<file path="src/rtl/io_input_line_capture.sv">
// ---------------------------------------------------------------------------
// io_input_line_capture
//   Arms on onYourMark, starts on GOGOGO_EXCLAMATION, then measures the lead
//   time from trigger to the line leaving its rest level and the width of the
//   resulting pulse, in clock cycles. Optional timeout, hardStop abort.
//
//   Optional feature: define IO_INPUT_GLITCH_FILTER_EN to insert a glitch
//   filter (FILTER_LEN consecutive samples) after the synchronizer.
//
// Ports
//   clk                 system clock
//   rst                 synchronous active-low reset
//   lineIn              asynchronous external IO line
//   restLevel           idle level of lineIn (active = ~restLevel)
//   onYourMark          arm request
//   GOGOGO_EXCLAMATION  trigger, accepted only while armed
//   timeout[31:0]       max cycles trigger->completion, 0 = none
//   hardStop            abort to IDLE, highest priority after rst
//   lineState           synchronized (and filtered) line level
//   leadTime[31:0]      cycles from trigger to first active sample
//   pulseWidth[31:0]    cycles lineState held active
//   captureValid        full pulse captured
//   timedOut            capture ended by timeout
//   busy                capture in progress
// ---------------------------------------------------------------------------
module io_input_line_capture #(
    parameter int unsigned SYNC_STAGES = 2,
    parameter int unsigned FILTER_LEN  = 4
) (
    input  logic        clk,
    input  logic        rst,
    input  logic        lineIn,
    input  logic        restLevel,
    input  logic        onYourMark,
    input  logic        GOGOGO_EXCLAMATION,
    input  logic [31:0] timeout,
    input  logic        hardStop,
    output logic        lineState,
    output logic [31:0] leadTime,
    output logic [31:0] pulseWidth,
    output logic        captureValid,
    output logic        timedOut,
    output logic        busy
);

    localparam int unsigned CW = 32;
    localparam logic [CW-1:0] CNT_MAX = {CW{1'b1}};

    typedef enum logic [2:0] {
        S_IDLE,
        S_ARMED,
        S_WAIT_EDGE,
        S_IN_PULSE,
        S_DONE
    } state_t;

    state_t          r_state;
    logic [SYNC_STAGES-1:0] r_sync;
    logic [CW-1:0]   r_lead_cnt;
    logic [CW-1:0]   r_width_cnt;
    logic [CW-1:0]   r_elapsed;
    logic [CW-1:0]   r_timeout;
    logic            r_rest;

    logic            w_active;
    logic            w_tmo_hit;
    logic [CW-1:0]   w_lead_inc;
    logic [CW-1:0]   w_width_inc;
    logic [CW-1:0]   w_elapsed_inc;

    // Input synchronizer; new samples enter at bit 0
    always_ff @(posedge clk) begin
        if (!rst) begin
            r_sync <= {SYNC_STAGES{restLevel}};
        end else begin
            r_sync <= {r_sync[SYNC_STAGES-2:0], lineIn};
        end
    end

`ifdef IO_INPUT_GLITCH_FILTER_EN
    localparam int unsigned FCW = $clog2(FILTER_LEN + 1);

    logic [FCW-1:0] r_fcnt;
    logic           r_filt;

    // Accept a new level only after FILTER_LEN consecutive differing samples
    always_ff @(posedge clk) begin
        if (!rst) begin
            r_filt <= restLevel;
            r_fcnt <= '0;
        end else if (r_sync[SYNC_STAGES-1] == r_filt) begin
            r_fcnt <= '0;
        end else if (r_fcnt == FCW'(FILTER_LEN - 1)) begin
            r_filt <= r_sync[SYNC_STAGES-1];
            r_fcnt <= '0;
        end else begin
            r_fcnt <= r_fcnt + FCW'(1);
        end
    end

    assign lineState = r_filt;
`else
    // FILTER_LEN has no effect in the unfiltered build
    logic w_unused_filter_len;
    assign w_unused_filter_len = ^FILTER_LEN;

    assign lineState = r_sync[SYNC_STAGES-1];
`endif

    // Activity is judged against the rest level captured at trigger time
    assign w_active      = (lineState != r_rest);
    assign w_tmo_hit     = (r_timeout != '0) && (r_elapsed == (r_timeout - CW'(1)));
    assign w_lead_inc    = (r_lead_cnt  == CNT_MAX) ? CNT_MAX : r_lead_cnt  + CW'(1);
    assign w_width_inc   = (r_width_cnt == CNT_MAX) ? CNT_MAX : r_width_cnt + CW'(1);
    assign w_elapsed_inc = (r_elapsed   == CNT_MAX) ? CNT_MAX : r_elapsed   + CW'(1);

    // Capture FSM with registered result outputs
    always_ff @(posedge clk) begin
        if (!rst) begin
            r_state      <= S_IDLE;
            r_lead_cnt   <= '0;
            r_width_cnt  <= '0;
            r_elapsed    <= '0;
            r_timeout    <= '0;
            r_rest       <= restLevel;
            leadTime     <= '0;
            pulseWidth   <= '0;
            captureValid <= 1'b0;
            timedOut     <= 1'b0;
            busy         <= 1'b0;
        end else if (hardStop) begin
            // Results and flags survive an abort; only the work counters clear
            r_state     <= S_IDLE;
            busy        <= 1'b0;
            r_lead_cnt  <= '0;
            r_width_cnt <= '0;
            r_elapsed   <= '0;
        end else begin
            case (r_state)
                S_IDLE: begin
                    if (onYourMark) begin
                        r_state <= S_ARMED;
                    end
                end
                S_ARMED: begin
                    if (!onYourMark) begin
                        r_state <= S_IDLE;
                    end else if (GOGOGO_EXCLAMATION) begin
                        r_state      <= S_WAIT_EDGE;
                        busy         <= 1'b1;
                        r_lead_cnt   <= '0;
                        r_width_cnt  <= '0;
                        r_elapsed    <= '0;
                        r_timeout    <= timeout;
                        r_rest       <= restLevel;
                        leadTime     <= '0;
                        pulseWidth   <= '0;
                        captureValid <= 1'b0;
                        timedOut     <= 1'b0;
                    end
                end
                S_WAIT_EDGE: begin
                    r_elapsed <= w_elapsed_inc;
                    if (w_tmo_hit) begin
                        r_state  <= S_DONE;
                        busy     <= 1'b0;
                        timedOut <= 1'b1;
                        leadTime <= r_lead_cnt;
                    end else if (w_active) begin
                        r_state     <= S_IN_PULSE;
                        leadTime    <= r_lead_cnt;
                        r_width_cnt <= CW'(1);
                    end else begin
                        r_lead_cnt <= w_lead_inc;
                    end
                end
                S_IN_PULSE: begin
                    r_elapsed <= w_elapsed_inc;
                    // Pulse end takes precedence over a coincident timeout
                    if (!w_active) begin
                        r_state      <= S_DONE;
                        busy         <= 1'b0;
                        pulseWidth   <= r_width_cnt;
                        captureValid <= 1'b1;
                    end else if (w_tmo_hit) begin
                        r_state    <= S_DONE;
                        busy       <= 1'b0;
                        timedOut   <= 1'b1;
                        pulseWidth <= r_width_cnt;
                    end else begin
                        r_width_cnt <= w_width_inc;
                    end
                end
                S_DONE: begin
                    if (!onYourMark) begin
                        r_state <= S_IDLE;
                    end
                end
                default: begin
                    r_state <= S_IDLE;
                    busy    <= 1'b0;
                end
            endcase
        end
    end

endmodule

</file>
<file path="config.mk">
export PLATFORM = sky130hd
export DESIGN_NAME = io_input_line_capture
export DESIGN_NICKNAME = d
export VERILOG_FILES = /design/src/rtl/io_input_line_capture.sv
export SDC_FILE = /design/constraint.sdc
export NUM_CORES = 1
export LEC_CHECK = 0
export CAP_MARGIN = 25
export CORE_ASPECT_RATIO = 1.2
export CORE_UTILIZATION = 30
export CTS_BUF_LIST = sky130_fd_sc_hd__clkbuf_16
export CTS_CLUSTER_DIAMETER = 100
export DETAILED_ROUTE_END_ITERATION = 16
export SLEW_MARGIN = 10
export SYNTH_ARGS = -nofsm -noshare
export SYNTH_HDL_FRONTEND = slang
export SYNTH_SLANG_ARGS = --single-unit
export TNS_END_PERCENT = 20
</file>
<file path="constraint.sdc">
create_clock -name clk -period 5.75 [get_ports clk]
set_input_delay 1.15 -clock clk [delete_from_list [all_inputs] [get_ports clk]]
set_output_delay 1.15 -clock clk [all_outputs]
set_load 0.05 [all_outputs]
</file>
==> flow_metrics.py <==
metrics = {
    "outcome": {
        "status": "finished, final reports clean",
    },
    "global_routing": {
        "grt_pass1_vias": 9850,
        "grt_start_max_net_pins": 104,
        "grt_first_pass_wirelength_um": 50800,
        "grt_remaining_overflow": 0,
        "grt_antenna_before_repair": 2,
        "track_usage_pct": 16.5,
    },
    "timing": {
        "setup_violations": 0,
        "fmax_mhz": 214,
        "fin_crit_ns": 4.68,
        "maxSlewHeadroom_pct": 27.1,
        "grt_setup_unrepaired": "false",
        "hold_slack_ns": 0.430,
        "report.final.hold_viol_count": 0,
        "tns_ns": 0,
        "finalMaxSlewViolations": 0,
        "tightest_slew_ns": 1.08,
        "fin_worst_skew_ns": 0.0110,
        "period_share_pct": 81.4,
    },
    "synthesis": {
        "yosys_warnings": 0,
        "ys_seq_area_share_pct": 36.8,
        "ys.flop_type": "dfxtp_1",
        "synth.avg_cell_area_sq_um": 7.75,
        "synth_cells": 1415,
        "synth_cell_types": 77,
        "synth_nets": 1459,
        "ys_ff_latch": 201,
        "synth_edf_count": 1,
        "synth_area_sq_um": 11000,
        "async_flop_share_pct": 0,
    },
    "clock_network": {
        "clock_sinks": 201,
        "post_cts_resized": 0,
        "cts_inserted_buffers": 23,
        "root_buffer": "clkbuf_16",
        "ctsHoldBuffers": 0,
        "cts.htree.levels": 1,
        "path_clk_slew_ns": 0.06,
        "postCtsSetupBuffers": 0,
        "insertion_delay_ns": 0.54,
        "cts_buffer_depth": 3,
        "cts_tree": "done",
    },
    "worst_setup_path": {
        "endpoint_kind": "flip-flop",
        "path_max_fanout": 26,
        "required_ns": 6.18,
        "path_class": "flip-flop to flip-flop",
        "cp_common_cell": "or4_1",
        "path_cells": "or4_1 > or4_1 > a2111o_1 > or4_4 > a2111oi_4 > nand4_2 > nand2_1 > o21ai_0 > a22o_1",
        "cp.arrival_ns": 5.11,
        "cp-start-kind": "flip-flop",
        "reg2reg_depth": 9,
        "crit_family": "simple AND/OR/NAND/NOR gates",
        "slowest_stage": "nand2_1",
        "critPathMaxStageDelay_ns": 0.77,
        "path_buf_inv": 0,
        "cp.depth": 9,
    },
    "power": {
        "p_comb_share_pct": 7.9,
        "total_power_mw": 2.98,
        "pwr-share-clk_pct": 44.7,
        "power.leakage_nw": 4.50,
        "switching_share_pct": 25.2,
        "p_per_area_nw_per_um2": 229,
        "p_int_mw": 2.23,
        "p_seq_share_pct": 47.4,
        "power.switching_mw": 0.750,
        "peakVddDrop_mv": 0.159,
    },
    "placement": {
        "placed_cell_area_sq_um": 12300,
        "portBuffers": 106,
        "dpl.hpwl_um": 21200,
        "dp_cells": 1898,
        "gp_congestion": 0.890,
    },
    "layout": {
        "nFillCells": 3745,
        "final-seq-area_sq_um": 4030,
        "antenna_cells": 0,
        "area_delta_synth_final_pct": 18.6,
        "design_area_sq_um": 13000,
        "finalNonFillerCells": 1938,
        "drive_above_1_share_pct": 6.67,
        "nets": 1500,
        "multi_input_area_sq_um": 6420,
    },
    "die": {
        "start_util_pct": 30.5,
        "die_h_um": 211,
        "die-area_sq_um": 37300,
        "row_count": 76,
        "coreArea_sq_um": 35900,
        "io_pins": 107,
        "die_w_um": 176,
    },
    "drt": {
        "ant_nets": 0,
        "viasPerCell": 5.37,
        "firstDrtPassIters": 5,
        "wl_per_cell_um": 15.9,
        "drt_wl_total_um": 30900,
        "vias": 10400,
        "drc": 0,
        "drt_iter0_markers": 691,
    },
    "worst_hold_path": {
        "hold_depth": 2,
        "hp-class": "flip-flop to flip-flop",
    },
    "run": {
        "max_cap_viol_count": 0,
    },
}
==> routing by layer <==
layer	up-vias	part of all wire (%)	track usage, %
li1	5160	-	-
met1	4962	46	21.3
met4	2	2.1	5.41
met5	-	0.055	0
met2	239	48	28.0
met3	44	4.6	2.19
==> power by group through the flow <==
stage,Clock [mW],Combinational (mW),Sequential (mW)
finish,1.33,0.235,1.41
global route,1.43,0.258,1.41
CTS,1.38,0.234,1.41
detailed placement,0,0.233,1.44
global placement,0,0.230,1.44
floorplan,0,0.160,1.44
==> state kept, by name (all words and copies together), names as in the netlist <==
| signal | count |
|---|---|
| r_rest | 1 |
| r_timeout | 32 |
| r_width_cnt | 32 |
| r_sync | 2 |
| leadTime | 32 |
| captureValid | 1 |
| r_elapsed | 32 |
| timedOut | 1 |
| pulseWidth | 32 |
| busy | 1 |
| r_state | 3 |
| r_lead_cnt | 32 |
==> tightest hold or removal path, delay by kind of cell, from the launching register on <==
family / cells / cell delay, ns
AND/OR/NAND/NOR: 2 / 0.10
flip-flops: 1 / 0.31
==> final timing paths <==
check / slack, ns / from / endpoint
worst min-delay path: 0.43 / r_sync[0] / r_sync[1]
worst max-delay path: 1.07 / r_timeout[0] / r_lead_cnt[17]
worst min register to register: 0.43 / r_sync[0] / r_sync[1]
worst max register to register: 1.07 / r_timeout[0] / r_lead_cnt[17]
==> through the flow <==
stage / setup slack, ns / utilization, %
5_1_grt: 0.658 / 36.2
3_5_place_dp: 1.04 / 34.3
2_1_floorplan: 2.06 / -
4_1_cts: 1.04 / 36.1
6_report: 1.07 / 36.2
3_3_place_gp: 1.09 / 34.3
==> cell usage after synthesis, types with 18 or more instances <==
cell	number	area (sq um)
a21oi_1	90	450
mux2i_1	32	320
nand3_1	80	400
and3_1	23	144
nand4_1	20	125
nand2b_1	41	257
a21boi_1	32	240
a21boi_0	32	240
a31oi_1	27	169
nor2_1	85	319
o221a_2	25	282
nand2_1	236	886
o21ai_0	84	420
nor3_1	38	190
xnor2_1	25	219
inv_1	27	101
a22o_1	18	158
nor4_1	19	119
dfxtp_1	200	4000
clkbuf_1	83	312
==> kinds of logic (layout without fill, tap and decap cells) <==
kind of cell	Yosys count	count (layout)	synth area share, %
buffers and inverters	135	190	5.08
xor gates and xnor gates	39	39	3.12
muxes	32	32	2.92
DFF	201	201	36.8
AOI/OAI and AO/OA	388	388	24.1
and+or+nand+nor	615	615	27.4
adders and majority gates	5	5	0.571
==> area by class of cell <==
class                   count  area share (%)
clock buffers              23            4.43
flip-flops and latches    201            31.0
repair buffers            124            9.25
well taps                 468            4.50
inverters                  27           0.780
clock inverters            16           0.664
multi-input cells        1079            49.4
==> cells in the final DEF, fill, tap and decap left out, types with 27 or more instances in the layout <==
master and n:
nor2_1 84, o21ai_0 84, a21oi_1 90, clkdlybuf4s50_1 105, nor3_1 37, inv_1 35, nand2b_1 41, nand3_1 80
mux2i_1 32, a21boi_1 32, a31oi_1 27, a21boi_0 32, nand2_1 236, dfxtp_1 200
Note: power is estimated with default switching activity, not from simulation.
